## config.mk

```make
export PLATFORM = sky130hd
export DESIGN_NAME = clkgen_multi
export DESIGN_NICKNAME = d
export VERILOG_FILES = /design/src/rtl/clkgen_multi.sv
export SDC_FILE = /design/constraint.sdc
export NUM_CORES = 1
export LEC_CHECK = 0
export ABC_AREA = 1
export BUFFER_PORTS_ARGS = -buffer_cell sky130_fd_sc_hd__buf_4
export CORE_ASPECT_RATIO = 1.5
export CORE_MARGIN = 5
export CORE_UTILIZATION = 50
export DETAILED_ROUTE_END_ITERATION = 8
export PLACE_DENSITY = 0.69
export SLEW_MARGIN = 0
export SYNTH_ARGS = -nofsm -noshare
export SYNTH_HDL_FRONTEND = slang
export SYNTH_SLANG_ARGS = --single-unit
export TNS_END_PERCENT = 30
```

## constraint.sdc

```tcl
create_clock -name clk -period 3.6 [get_ports clk]
set_input_delay 0.72 -clock clk [delete_from_list [all_inputs] [get_ports clk]]
set_output_delay 0.72 -clock clk [all_outputs]
set_load 0.02 [all_outputs]
```

## src/rtl/clkgen_multi.sv

```systemverilog
// NCH-channel programmable clock/strobe generator with glitch-free shadowed config and sync restart.
// Optional macro CLKGEN_PHASE_EN adds a per-channel start-phase input.
module clkgen_multi #(
    parameter int DIVWIDTH = 16,
    parameter int NCH      = 4
) (
    input  logic                    clk,
    input  logic                    rst,
    input  logic [NCH-1:0]          en,
    input  logic [NCH*DIVWIDTH-1:0] div,
    input  logic [NCH*DIVWIDTH-1:0] hi,
    input  logic [NCH-1:0]          cfg_upd,
    input  logic                    sync,
`ifdef CLKGEN_PHASE_EN
    input  logic [NCH*DIVWIDTH-1:0] phase,
`endif
    output logic [NCH-1:0]          clkdiv,
    output logic [NCH-1:0]          tick,
    output logic [NCH-1:0]          pending
);

    typedef logic [DIVWIDTH-1:0] cnt_t;

    for (genvar i = 0; i < NCH; i++) begin : g_ch
        cnt_t div_in, hi_in;
        cnt_t cnt_q, cnt_d;
        cnt_t div_q, div_d, hi_q, hi_d;
        cnt_t sdiv_q, sdiv_d, shi_q, shi_d;
        cnt_t start;
        logic run_q, pend_q, pend_d, clk_q, tick_q;
        logic pend_eff, restart;

        assign div_in = div[i*DIVWIDTH +: DIVWIDTH];
        assign hi_in  = hi[i*DIVWIDTH +: DIVWIDTH];

        always_comb begin
            // NOTE: every variable gets a default first so no path leaves one unassigned (no latches).
            cnt_d    = cnt_q;
            div_d    = div_q;
            hi_d     = hi_q;
            sdiv_d   = sdiv_q;
            shi_d    = shi_q;
            pend_d   = pend_q;
            start    = '0;
            pend_eff = pend_q | cfg_upd[i];
            restart  = sync | ~run_q;

            if (cfg_upd[i]) begin
                sdiv_d = div_in;
                shi_d  = hi_in;
            end

            if (!en[i]) begin
                cnt_d  = '0;
                div_d  = div_in;
                hi_d   = hi_in;
                pend_d = 1'b0;
            end else if (restart || cnt_q == div_q) begin
                // Period boundary (wrap, sync or enable rise): the only place active config changes.
                if (pend_eff) begin
                    div_d = sdiv_d;
                    hi_d  = shi_d;
                end
                pend_d = 1'b0;
`ifdef CLKGEN_PHASE_EN
                start = (phase[i*DIVWIDTH +: DIVWIDTH] > div_d) ? cnt_t'(0)
                                                                : phase[i*DIVWIDTH +: DIVWIDTH];
`endif
                cnt_d = restart ? start : cnt_t'(0);
            end else begin
                cnt_d  = cnt_q + cnt_t'(1);
                pend_d = pend_eff;
            end
        end

        // NOTE: sequential state uses non-blocking assignments so all registers update together.
        always_ff @(posedge clk) begin
            if (!rst) begin
                cnt_q  <= '0;
                div_q  <= '0;
                hi_q   <= '0;
                sdiv_q <= '0;
                shi_q  <= '0;
                run_q  <= 1'b0;
                pend_q <= 1'b0;
                clk_q  <= 1'b0;
                tick_q <= 1'b0;
            end else begin
                cnt_q  <= cnt_d;
                div_q  <= div_d;
                hi_q   <= hi_d;
                sdiv_q <= sdiv_d;
                shi_q  <= shi_d;
                run_q  <= en[i];
                pend_q <= pend_d;
                clk_q  <= en[i] & (cnt_d < hi_d);
                tick_q <= en[i] & (cnt_d == '0);
            end
        end

        assign clkdiv[i]  = clk_q;
        assign tick[i]    = tick_q;
        assign pending[i] = pend_q;
    end

endmodule

```

-- Word-level counts from Yosys, hierarchy flattened
Index checks and enable logic that the tools add are counted.
- bits of input ports: 139
- output and inout bits: 12
- register bits after elaboration: 336
- logic and storage cells: 137
- bitwise operators: 25
- reductions and logical operators: 16
- order comparisons: 4
- add/subtract/negate cells: 4
- equal/unequal tests: 12
- mux-type cells: 40
- operators with widths (cell ; count):
    16-bit 2-to-1 mux ; 40
    16-bit by 1-bit adder with 16-bit output (second input constant) ; 4
    16-bit == test ; 4
    16-bit zero test ; 4
    16-bit < comparator ; 4
    2-bit by 1-bit inequality test with 1-bit output (second input constant) ; 8
    3-bit OR reduction ; 4
    1-bit inverter ; 9
    1-bit AND ; 8
    1-bit bitwise OR ; 8
    2-bit AND reduction ; 4
    1-bit logical OR ; 4

-- Longest topological paths before layout
Gate-level depths: netlist of run 1.
- depth in word-level cells: 7
- depth in mapped cells: 21
- mapped depth without buffers: 20

-- Worst setup path after synthesis of run 1
No wires, ideal clock.
- path kind: in2reg
- start: in cfg_upd[3]
- end: reg g_ch[3].clk_q
- buffers on the path: 2
- path slack: 828 ps
- stages on the path: 12
- required time: 3530 ps
- arrival: 2703 ps
- setup time: 70 ps
- path through: buf_2 -> buf_2 -> mux2i_1 -> nor3_1 -> a221oi_2 -> ha_1 -> a21oi_1 -> o21ai_0 -> nand3_1 -> a21oi_1 -> a2111o_1 -> a21oi_1
- word-level cells in the longest chain between the ends: 6
- RTL lines (element ; line ; source):
    start, declared ; 12 ; input logic [NCH-1:0] cfg_upd,
    16-bit 2-to-1 mux or 1-bit bitwise OR (tied branches) ; 48, 45 ;
    16-bit 2-to-1 mux (*) ; 60 ; if (pend_eff) begin
    16-bit 2-to-1 mux (*) ; 58 ; end else if (restart || cnt_q == div_q) begin
    16-bit 2-to-1 mux (*) ; 53 ; if (!en[i]) begin
    16-bit < comparator (*) ; 96 ; clk_q <= en[i] & (cnt_d < hi_d);
    1-bit AND (*) ; 96 ;
    end signal, assigned ; 96 ;
    end, declared ; 30 ; logic run_q, pend_q, pend_d, clk_q, tick_q;
Mark *: on every way between the ends. The rest lies on a longest branch, timed or not.
A chain may end at the register's enable or synchronous reset.

-- Final worst setup path of run 1
- start: reg g_ch[2].cnt_q[0]
- end: reg g_ch[2].clk_q
- word-level cells in the longest chain between the ends: 6
- RTL lines (element ; line ; source):
    start, declared ; 26 ; cnt_t cnt_q, cnt_d;
    start signal, assigned ; 89 ; cnt_q <= cnt_d;
    branches (longest 2 deep; another with 16-bit by 1-bit adder with 16-bit output) ; n/a ;
    16-bit 2-to-1 mux (*) ; 58 ;
    16-bit 2-to-1 mux (*) ; 53 ;
    via g_ch[2].cnt_d[14] ; 26 ;
    16-bit < comparator (*) ; 96 ;
    1-bit AND (*) ; 96 ;
    end signal, assigned ; 96 ;
    end, declared ; 30 ;
Mark *: on every way through the listed nets, which the timed path passes.

==> impl_metrics.toml, run 1 <==
[synthesis]
seq_area_frac_synth_pct = 40.07
ys_top_cells_by_area = "dfxtp_1 40%, nand2_1 11%, nor2_1 9.1%, inv_1 5.5%, mux2i_1 5.1%"
synth_edf_count = 0
synth_ff_type = "dfxtp_1"
syn_avg_cell_area_um2 = 7.408
yosysUniqueCellTypes = 42
yosys.area.top_type = "dfxtp_1"
synth_seq_cells = 336
synth_fp_nets = 2469
syn-cell-area_um2 = 16790
syn_inst = 2266
ys_async_sr_fraction_pct = 0
yosys_warnings = 0
netlist.area_leader.share_pct = 40.07

[die]
dieHeight_um = 234.4
rows = 82
pin_count = 151
core_um2 = 33340
start_util_pct = 50.34
die_w_um = 159.6
dieArea_um2 = 37410

[timing]
setup_viol = 0
max_freq_ghz = 0.3185
period_minus_slack_ns = 3.139
rsz0062_at_grt = "no"
max_slew_margin_pct = 32.19
whs_ns = 0.4732
finalCritPeriodShare_pct = 87.21
setup_ws_ns = 0.4605
hold_viol = 0
tightest_slew_ns = 1.013
setup_tns_ns = 0
timing.final.max_slew_violations = 0
skew_ns = 0.01095

[cts]
cts_max_level = 2
clk_latency_ns = 0.52
cts_sinks = 336
clk_path_buf_depth = 3
cts_resized = 0
post_cts_buffers = 0
tritoncts = "built"
cts_inserted_buffers = 34
path_clk_slew_ns = 0.06
cts_hold_buf = 0
cts_root_buffer = "clkbuf_16"

[drt]
first_pass_iters = 7
detail-route-antenna-nets = 0
num_vias = 14620
viasPerCell = 5.206
drc = 0
drtIter0Drc = 814
totalWireLength_mm = 41.29
wl_per_cell_um = 14.70

[layout]
antennaDiodeCount = 0
n_fill_cell = 3041
drive_gt1_share_pct = 13.81
layout.nets = 2568
area_delta_synth_final_pct = 14.74
final_cell_mix = "471 x nand2_1, 409 x nor2_1, 336 x dfxtp_1"
layout_commonest_cell = "nand2_1"

[power]
vdd_drop_max_uv = 318.5
power.density_nw_per_um2 = 450.3
clock_power_share_pct = 41.6
p_switching_w = 0.002181
p_leak_nw = 8.973
finalPower_w = 0.008673
p_seq_share_pct = 46.2
p_int_w = 0.006492
p_sw_share_pct = 25.15
power_frac_comb_pct = 12.2

[global_route]
grt_pass1_vias = 14440
grt_pass1_wl_mm = 68.61
gr-total-overflow = 0
grt_max_degree = 112
track_usage_pct = 21.77
antenna_found_initial = 0

[critical_path]
cp-end-kind = "flop"
critPathMaxFanout = 5
worst_ep_required_time_ns = 4.05
critPathKind = "reg -> reg"
arrival_ns = 3.59
critPathLaunchType = "flop"

[min_path]
hp-class = "in -> reg"

[status]
status = "complete, no violations"

[place]
io_buffers = 150
place_congestion = 0.9231
hpwl_mm = 30.22
place_ws_ns = 0.5734

[job]
cap_viol_max_count = 0
## metal layers
| metal | routed length (um) | GRT usage (%) |
|---|---|---|
| met1 | 17470 | 25.40 |
| met2 | 20660 | 40.09 |
| met5 | 0 | 0 |
| met3 | 1736 | 3.306 |
| met4 | 1419 | 8.548 |
## sequential cells by signal, indices dropped and copies added (netlist names)
| name | count |
|---|---|
| g_ch.hi_q | 64 |
| g_ch.run_q | 4 |
| g_ch.div_q | 64 |
| g_ch.cnt_q | 64 |
| g_ch.clk_q | 4 |
| g_ch.shi_q | 64 |
| g_ch.tick_q | 4 |
| g_ch.pend_q | 4 |
| g_ch.sdiv_q | 64 |
## worst paths after layout
| check | startpoint | to | slack, ns | depth (start not counted) |
|---|---|---|---|---|
| max reg2reg | g_ch[2].cnt_q[0] | g_ch[2].clk_q | 0.46 | 18 |
| min reg2reg | g_ch[3].div_q[1] | g_ch[3].div_q[1] | 0.48 | 2 |
| max | g_ch[2].cnt_q[0] | g_ch[2].clk_q | 0.46 | 18 |
| min | hi[30] | g_ch[1].shi_q[14] | 0.47 | 3 |
## through the flow
stage | utilization (%) | cells | cell area, um^2
after floorplan | - | 2266 | 16790
after global placement | 54.32 | 2749 | 18110
after detailed placement | 54.32 | 2749 | 18110
after CTS | 57.76 | 2809 | 19260
after global routing | 57.76 | 2809 | 19260
final | 57.76 | 2809 | 19260
## synthesized netlist by cell type (4+ instances only)
cell and n:
nor4_1 4, nand3_1 49, nor2_2 8, a31oi_1 27, o21ai_0 86, a221oi_2 41
xor2_1 37, mux2i_1 86, buf_4 15, clkbuf_1 70, a221oi_1 19, nor2_1 409
inv_2 11, a21oi_1 73, inv_1 245, nor3_1 115, nand2_2 9, nand3_2 6
buf_2 19, ha_1 64, dfxtp_1 336, clkinv_1 4, nand2_1 471, buf_6 10
nand4_1 11, nor3_2 10, a211oi_1 9
## power groups by stage
stage                     sequential (W)  combinational (W)  clock (W)
after CTS                        0.00401            0.00107    0.00370
after global placement           0.00408            0.00104          0
final                            0.00401            0.00106    0.00361
after detailed placement         0.00409            0.00106          0
after floorplan                  0.00405           0.000738          0
after global routing             0.00402            0.00120    0.00384
## kinds of logic after synthesis
family | synth area share [%]
AOI/OAI and AO/OA | 11.31
xor gates and xnor gates | 2.035
adders and majority gates | 4.770
buffers and inverters | 9.354
DFF | 40.07
muxes | 5.128
and+or+nand+nor | 27.33
## area by class of cell
| cell class | instances | area [um^2] | area share (%) |
|---|---|---|---|
| clock buffers | 54 | 1090 | 5.658 |
| clock inverters | 6 | 57.56 | 0.2988 |
| inverters | 260 | 983.4 | 5.106 |
| multi-input cells | 1553 | 8489 | 44.08 |
| flip-flops and latches | 336 | 6726 | 34.92 |
| well taps | 420 | 525.5 | 2.728 |
| repair buffers | 180 | 1389 | 7.211 |
## critical path, cell delays in order, from the launching register on
cell	delay, ns
dfxtp_1	0.43
ha_1	0.21
nand2_1	0.07
inv_1	0.09
nand3_2	0.10
nor2_1	0.12
nand2_1	0.13
nor2_1	0.19
nand3_1	0.11
nor2_1	0.16
nand3_1	0.10
xor2_1	0.28
nor2_1	0.08
ha_1	0.29
nand2_1	0.06
inv_1	0.07
a311oi_1	0.29
o211ai_1	0.16
a21oi_1	0.14
Power figures use the tool's default switching activity.
==> inputs of run 2 (changes only) <==
==> constraint.sdc (replaced) <==
create_clock -name clk -period 3.4 [get_ports clk]
set_input_delay 0.68 -clock clk [delete_from_list [all_inputs] [get_ports clk]]
set_output_delay 0.68 -clock clk [all_outputs]
set_load 0.02 [all_outputs]
==> run 2 against run 1 <==
Core utilization unchanged. Count of clock-buffer cells in the layout decreased by 7. Highest routed layer unchanged. Sequential share of layout area did not move. Clock power up 5%. Sequential power is 5.7% higher. Die area unchanged. Total power up 5.4%. Global-route usage fell by 0.34 points. Design area unchanged.
==> impl_metrics.toml, run 2 (synthesized netlist as in run 1, its figures left out) <==
[timing]
rsz0062_at_grt = "no"
period_minus_slack_ns = 2.967
setup_tns_ns = 0
setup_viol = 0
tightest_slew_ns = 0.9734
setup_ws_ns = 0.4329
skew_ns = 0.01278
hold_viol = 0
timing.final.max_slew_violations = 0
max_freq_ghz = 0.3370
finalCritPeriodShare_pct = 87.27
max_slew_margin_pct = 34.87

[layout]
layout.nets = 2574
layout_commonest_cell = "nand2_1"
fin_area_um2 = 19260
antennaDiodeCount = 0
area_delta_synth_final_pct = 14.74
drive_gt1_share_pct = 13.96
final_cell_mix = "471 x nand2_1, 409 x nor2_1, 336 x dfxtp_1"
fin_cells = 2813

[drt]
viasPerCell = 5.164
wl_per_cell_um = 14.52
totalWireLength_mm = 40.83
drc = 0
first_pass_iters = 5
detail-route-antenna-nets = 0
drtIter0Drc = 749
num_vias = 14530

[critical_path]
r2r-end = "g_ch[0].clk_q"
critPathLaunchType = "flop"
critPathKind = "reg -> reg"
r2r-start = "g_ch[0].cnt_q[8]"
path_cells = "inv_1 > nand2_1 > nand2_1 > nor2_1 > nand2_1 > nor2_1 > nand2_1 > nand2_2 > o21ai_4 > nand2_4 > inv_2 > a221oi_1 > ha_1 > a211oi_1 > o221ai_1 > a21oi_1"
cpMostUsedCell = "nand2_1"
cp-end-kind = "flop"
worst_ep_required_time_ns = 3.85
arrival_ns = 3.42
slowest_delay_ns = 0.42
r2r_slack_ns = 0.43
crit_path_top_delay_cell = "dfxtp_1"
critPathMaxFanout = 16
reg2regPathDepth = 16

[power]
p_int_w = 0.006809
power_frac_comb_pct = 12.3
p_sw_share_pct = 25.52
p_switching_w = 0.002333
power.density_nw_per_um2 = 474.6
clock_power_share_pct = 41.3
p_leak_nw = 8.975
vdd_drop_max_uv = 414.3
p_seq_share_pct = 46.4

[cts]
tritoncts = "built"
cts_root_buffer = "clkbuf_16"
cts_resized = 0
cts_max_level = 2
path_clk_slew_ns = 0.06
cts_inserted_buffers = 36
cts_hold_buf = 0
clk_latency_ns = 0.52
cts_sinks = 336
post_cts_buffers = 0
clk_path_buf_depth = 3

[min_path]
min-delay-start = "hi[57]"
holdPathEnd = "g_ch[3].hi_q[9]"
hold_depth = 3
hp-class = "in -> reg"

[die]
dieArea_um2 = 37410
start_util_pct = 50.34
rows = 82
pin_count = 151
dieHeight_um = 234.4
core_um2 = 33340
die_w_um = 159.6

[status]
status = "complete, no violations"

[place]
io_buffers = 150
place_congestion = 0.8782
hpwl_mm = 29.97
place_ws_ns = 0.4006
placed_area_um2 = 18140
post-place-cells = 2753

[global_route]
antenna_found_initial = 0
grt_pass1_vias = 14220
grt_pass1_wl_mm = 67.45
grt_max_degree = 114
gr-total-overflow = 0
track_usage_pct = 21.43

[job]
cap_viol_max_count = 0
[run 2: stage by stage]
stage	utilization [%]	hold WS, ns	power [W]
2_1_floorplan	-	0.4504	0.005075
3_3_place_gp	54.41	0.4661	0.005422
3_5_place_dp	54.41	0.4720	0.005453
4_1_cts	57.76	0.3978	0.009248
5_1_grt	57.76	0.4191	0.009563
6_report	57.76	0.4235	0.009141
[run 2: layout make-up]
cell class | instances | area [um^2]
fill | 3134 | 14080
multi-input combinational | 1553 | 8489
sequential | 336 | 6726
timing repair buffer | 184 | 1419
clock buffer | 47 | 993.5
inverter | 260 | 983.4
tap | 420 | 525.5
clock inverter | 13 | 123.9
[run 2: routing by layer]
metal,global-route usage (%),part of all wire (%),vias up
li1,-,-,7517
met1,24.58,42,6660
met2,40.04,50,268
met3,3.781,4.1,82
met4,7.490,3.2,0
met5,0,0,-
[run 2: worst max path at each step]
stage,start,end,slack [ns],cells past startpoint
2_1_floorplan,cfg_upd[3],g_ch[3].clk_q,0.67,12
4_1_cts,g_ch[1].cnt_q[9],g_ch[1].clk_q,0.42,19
3_5_place_dp,sync,g_ch[3].clk_q,0.40,12
5_1_grt,g_ch[0].cnt_q[8],g_ch[0].clk_q,0.05,16
6_report,g_ch[0].cnt_q[8],g_ch[0].clk_q,0.43,16
3_3_place_gp,sync,g_ch[3].clk_q,0.47,14
[run 2: power groups by stage]
stage / sequential (W) / combinational [W] / clock, W
after floorplan: 0.00429 / 0.000782 / 0
after global placement: 0.00432 / 0.00110 / 0
after detailed placement: 0.00433 / 0.00113 / 0
after CTS: 0.00424 / 0.00113 / 0.00387
after global routing: 0.00426 / 0.00127 / 0.00403
final: 0.00424 / 0.00112 / 0.00378
[run 2: worst max-delay path, delay by kind of cell (launching register included)]
family | cells | cell delay, ns
AO/OA/AOI/OAI | 5 | 1.09
adder cells (fa/ha/maj) | 1 | 0.33
buffers and inverters | 2 | 0.29
flip-flops | 1 | 0.42
AND/OR/NAND/NOR | 8 | 0.75
==> inputs of run 3 (changes only) <==
--- a/config.mk
+++ b/config.mk
@@ -11,7 +11,7 @@
 export CORE_MARGIN = 5
 export CORE_UTILIZATION = 50
 export DETAILED_ROUTE_END_ITERATION = 8
-export PLACE_DENSITY = 0.69
+export PLACE_DENSITY_LB_ADDON = 0.15
 export SLEW_MARGIN = 0
 export SYNTH_ARGS = -nofsm -noshare
 export SYNTH_HDL_FRONTEND = slang
==> constraint.sdc (replaced) <==
create_clock -name clk -period 2.9 [get_ports clk]
set_input_delay 0.58 -clock clk [delete_from_list [all_inputs] [get_ports clk]]
set_output_delay 0.58 -clock clk [all_outputs]
set_load 0.02 [all_outputs]
==> run 3 against run 2 <==
Routed wire length increased by 6.5%. Fmax increased by 8.8%. Sequential power increased by 17%. Core utilization increased by 2.7 points. Sequential share of layout area decreased by 1.4 points. Via count increased by 2.2%. Critical path depth increased by 3. Worst hold slack got worse by 0.10 ns. Highest routed layer unchanged.
==> impl_metrics.toml, run 3 (synthesized netlist as in run 1, its figures left out) <==
[status]
status = "complete, no violations"

[cts]
cts_root_buffer = "clkbuf_16"
tritoncts = "built"
clk_latency_ns = 0.52
cts_sinks = 336
clk_path_buf_depth = 3
cts_inserted_buffers = 34
cts_hold_buf = 0
path_clk_slew_ns = 0.06
cts_max_level = 2

[global_route]
grt_max_degree = 85
grt_pass1_wl_mm = 70.19
track_usage_pct = 22.44
grt_pass1_vias = 14530
antenna_found_initial = 0
gr-total-overflow = 0

[place]
io_buffers = 150
hpwl_mm = 31.25
post-place-cells = 2773
place_congestion = 0.8844

[critical_path]
worstSetupStartpoint = "g_ch[3].div_q[8]"
path_cells = "inv_1 > nand2_1 > nand2_1 > nor2_2 > nand2_1 > nor2_1 > nand2_1 > nand2_4 > o21ai_4 > buf_6 > nor3_4 > a221oi_4 > ha_1 > a21oi_2 > o21ai_0 > nand3_1 > a21oi_2 > a2111o_1 > a21oi_2"
cpMostUsedCell = "nand2_1"
r2r-start = "g_ch[3].div_q[8]"
critPathKind = "reg -> reg"
worst_ep_required_time_ns = 3.36
slowest_delay_ns = 0.41
cp-end-kind = "flop"
critPathMaxFanout = 18
arrival_ns = 3.18
critPathLaunchType = "flop"
crit_family = "simple AND/OR/NAND/NOR gates"
cp_num_buf_inv = 2
crit_path_top_delay_cell = "dfxtp_1"

[timing]
setup_viol = 0
max_slew_margin_pct = 61.60
period_minus_slack_ns = 2.726
skew_ns = 0.01175
rsz0062_at_grt = "yes"
tightest_slew_ns = 0.5760
max_freq_ghz = 0.3669
finalCritPeriodShare_pct = 94.00
timing.final.max_slew_violations = 0
hold_viol = 0
whs_ns = 0.3233

[drt]
totalWireLength_mm = 43.49
drc = 0
num_vias = 14850
viasPerCell = 5.219
detail-route-antenna-nets = 0
drtIter0Drc = 846
first_pass_iters = 5
wl_per_cell_um = 15.29

[layout]
n_fill_cell = 3094
layout.nets = 2603
area_delta_synth_final_pct = 20.15
antennaDiodeCount = 0
layout_commonest_cell = "nand2_1"
final_cell_mix = "469 x nand2_1, 398 x nor2_1, 310 x dfxtp_1"
final_core_util_pct = 60.49
multiInputGateArea_um2 = 8980
fin_cells = 2845
drive_gt1_share_pct = 18.52
seqCellArea_um2 = 6769

[min_path]
min-delay-start = "hi[18]"
hp-class = "in -> reg"

[power]
power.density_nw_per_um2 = 549.1
vdd_drop_max_uv = 496.3
finalPower_w = 0.01108
p_leak_nw = 9.293

[die]
start_util_pct = 50.34
core_um2 = 33340
dieArea_um2 = 37410
pin_count = 151
die_w_um = 159.6
dieHeight_um = 234.4
rows = 82

[job]
cap_viol_max_count = 0
-- run 3: changes by cell type in the layout (fill, tap and decap cells not counted), moves of 5 or more --
cell,delta
a221oi_1,-10
a211oi_2,+5
clkbuf_8,+5
dfxtp_2,+22
nor3_1,-12
a211oi_1,-5
nor3_2,+9
nor2_1,-11
dfxtp_1,-26
a221oi_4,+19
nor2_2,+9
buf_4,+24
a221oi_2,-9
-- run 3: final cells by class --
type,instances,area share (%)
repair buffers,215,8.493
well taps,420,2.605
multi-input cells,1553,44.52
clock buffers,50,5.230
inverters,260,4.913
clock inverters,11,0.6762
flip-flops and latches,336,33.56
-- run 3: metal layers --
metal / vias to the layer above / part of all wire, % / track usage [%]
met5: - / 0 / 0
met4: 0 / 3.7 / 9.227
met3: 100 / 3.6 / 3.060
met2: 322 / 51 / 42.02
met1: 6855 / 42 / 25.66
li1: 7572 / - / -
-- run 3: path summary, 6_finish.rpt --
check | to | slack (ns) | cells past startpoint
worst max register to register | g_ch[3].clk_q | 0.17 | 19
worst max-delay path | g_ch[3].clk_q | 0.17 | 19
worst min-delay path | g_ch[1].hi_q[2] | 0.32 | 3
worst min register to register | g_ch[1].div_q[3] | 0.48 | 2
-- run 3: worst register-to-register path, stage by stage, from the launching register on --
cell and delay (ns):
dfxtp_1 0.41, inv_1 0.06, nand2_1 0.05, nand2_1 0.06, nor2_2 0.09, nand2_1 0.06, nor2_1 0.10, nand2_1 0.11
nand2_4 0.11, o21ai_4 0.08, buf_6 0.18, nor3_4 0.17, a221oi_4 0.06, ha_1 0.34, a21oi_2 0.15, o21ai_0 0.08
nand3_1 0.10, a21oi_2 0.06, a2111o_1 0.30, a21oi_2 0.10
-- run 3: report_power, final --
part / switching (W) / internal (W) / leakage (nW) / total [W]
clock: 0.00186 / 0.00280 / 0.590 / 0.00466
combinational: 0.000844 / 0.000603 / 5.92 / 0.00145
sequential: 0.000118 / 0.00485 / 2.78 / 0.00497
-- run 3: timing repair --
| item | 4_1_cts | 5_1_grt |
|---|---|---|
| endpoints found under the hold margin | 0 | 0 |
| setup buffers | 0 | 11 |
| pin swaps | 0 | 20 |
| resized for setup | 3 | 116 |
| endpoints found under the setup margin | 3 | 4 |
-- run 3: stage by stage --
stage               TNS [ns]  instance area [um^2]  worst slack, ns
global placement     -0.1532                 18330          -0.1532
detailed placement   -0.2140                 18330          -0.2104
global route        -0.08743                 20170         -0.06781
floorplan                  0                 16790           0.2677
finish                     0                 20170           0.1741
CTS                 -0.01107                 19540         -0.01107
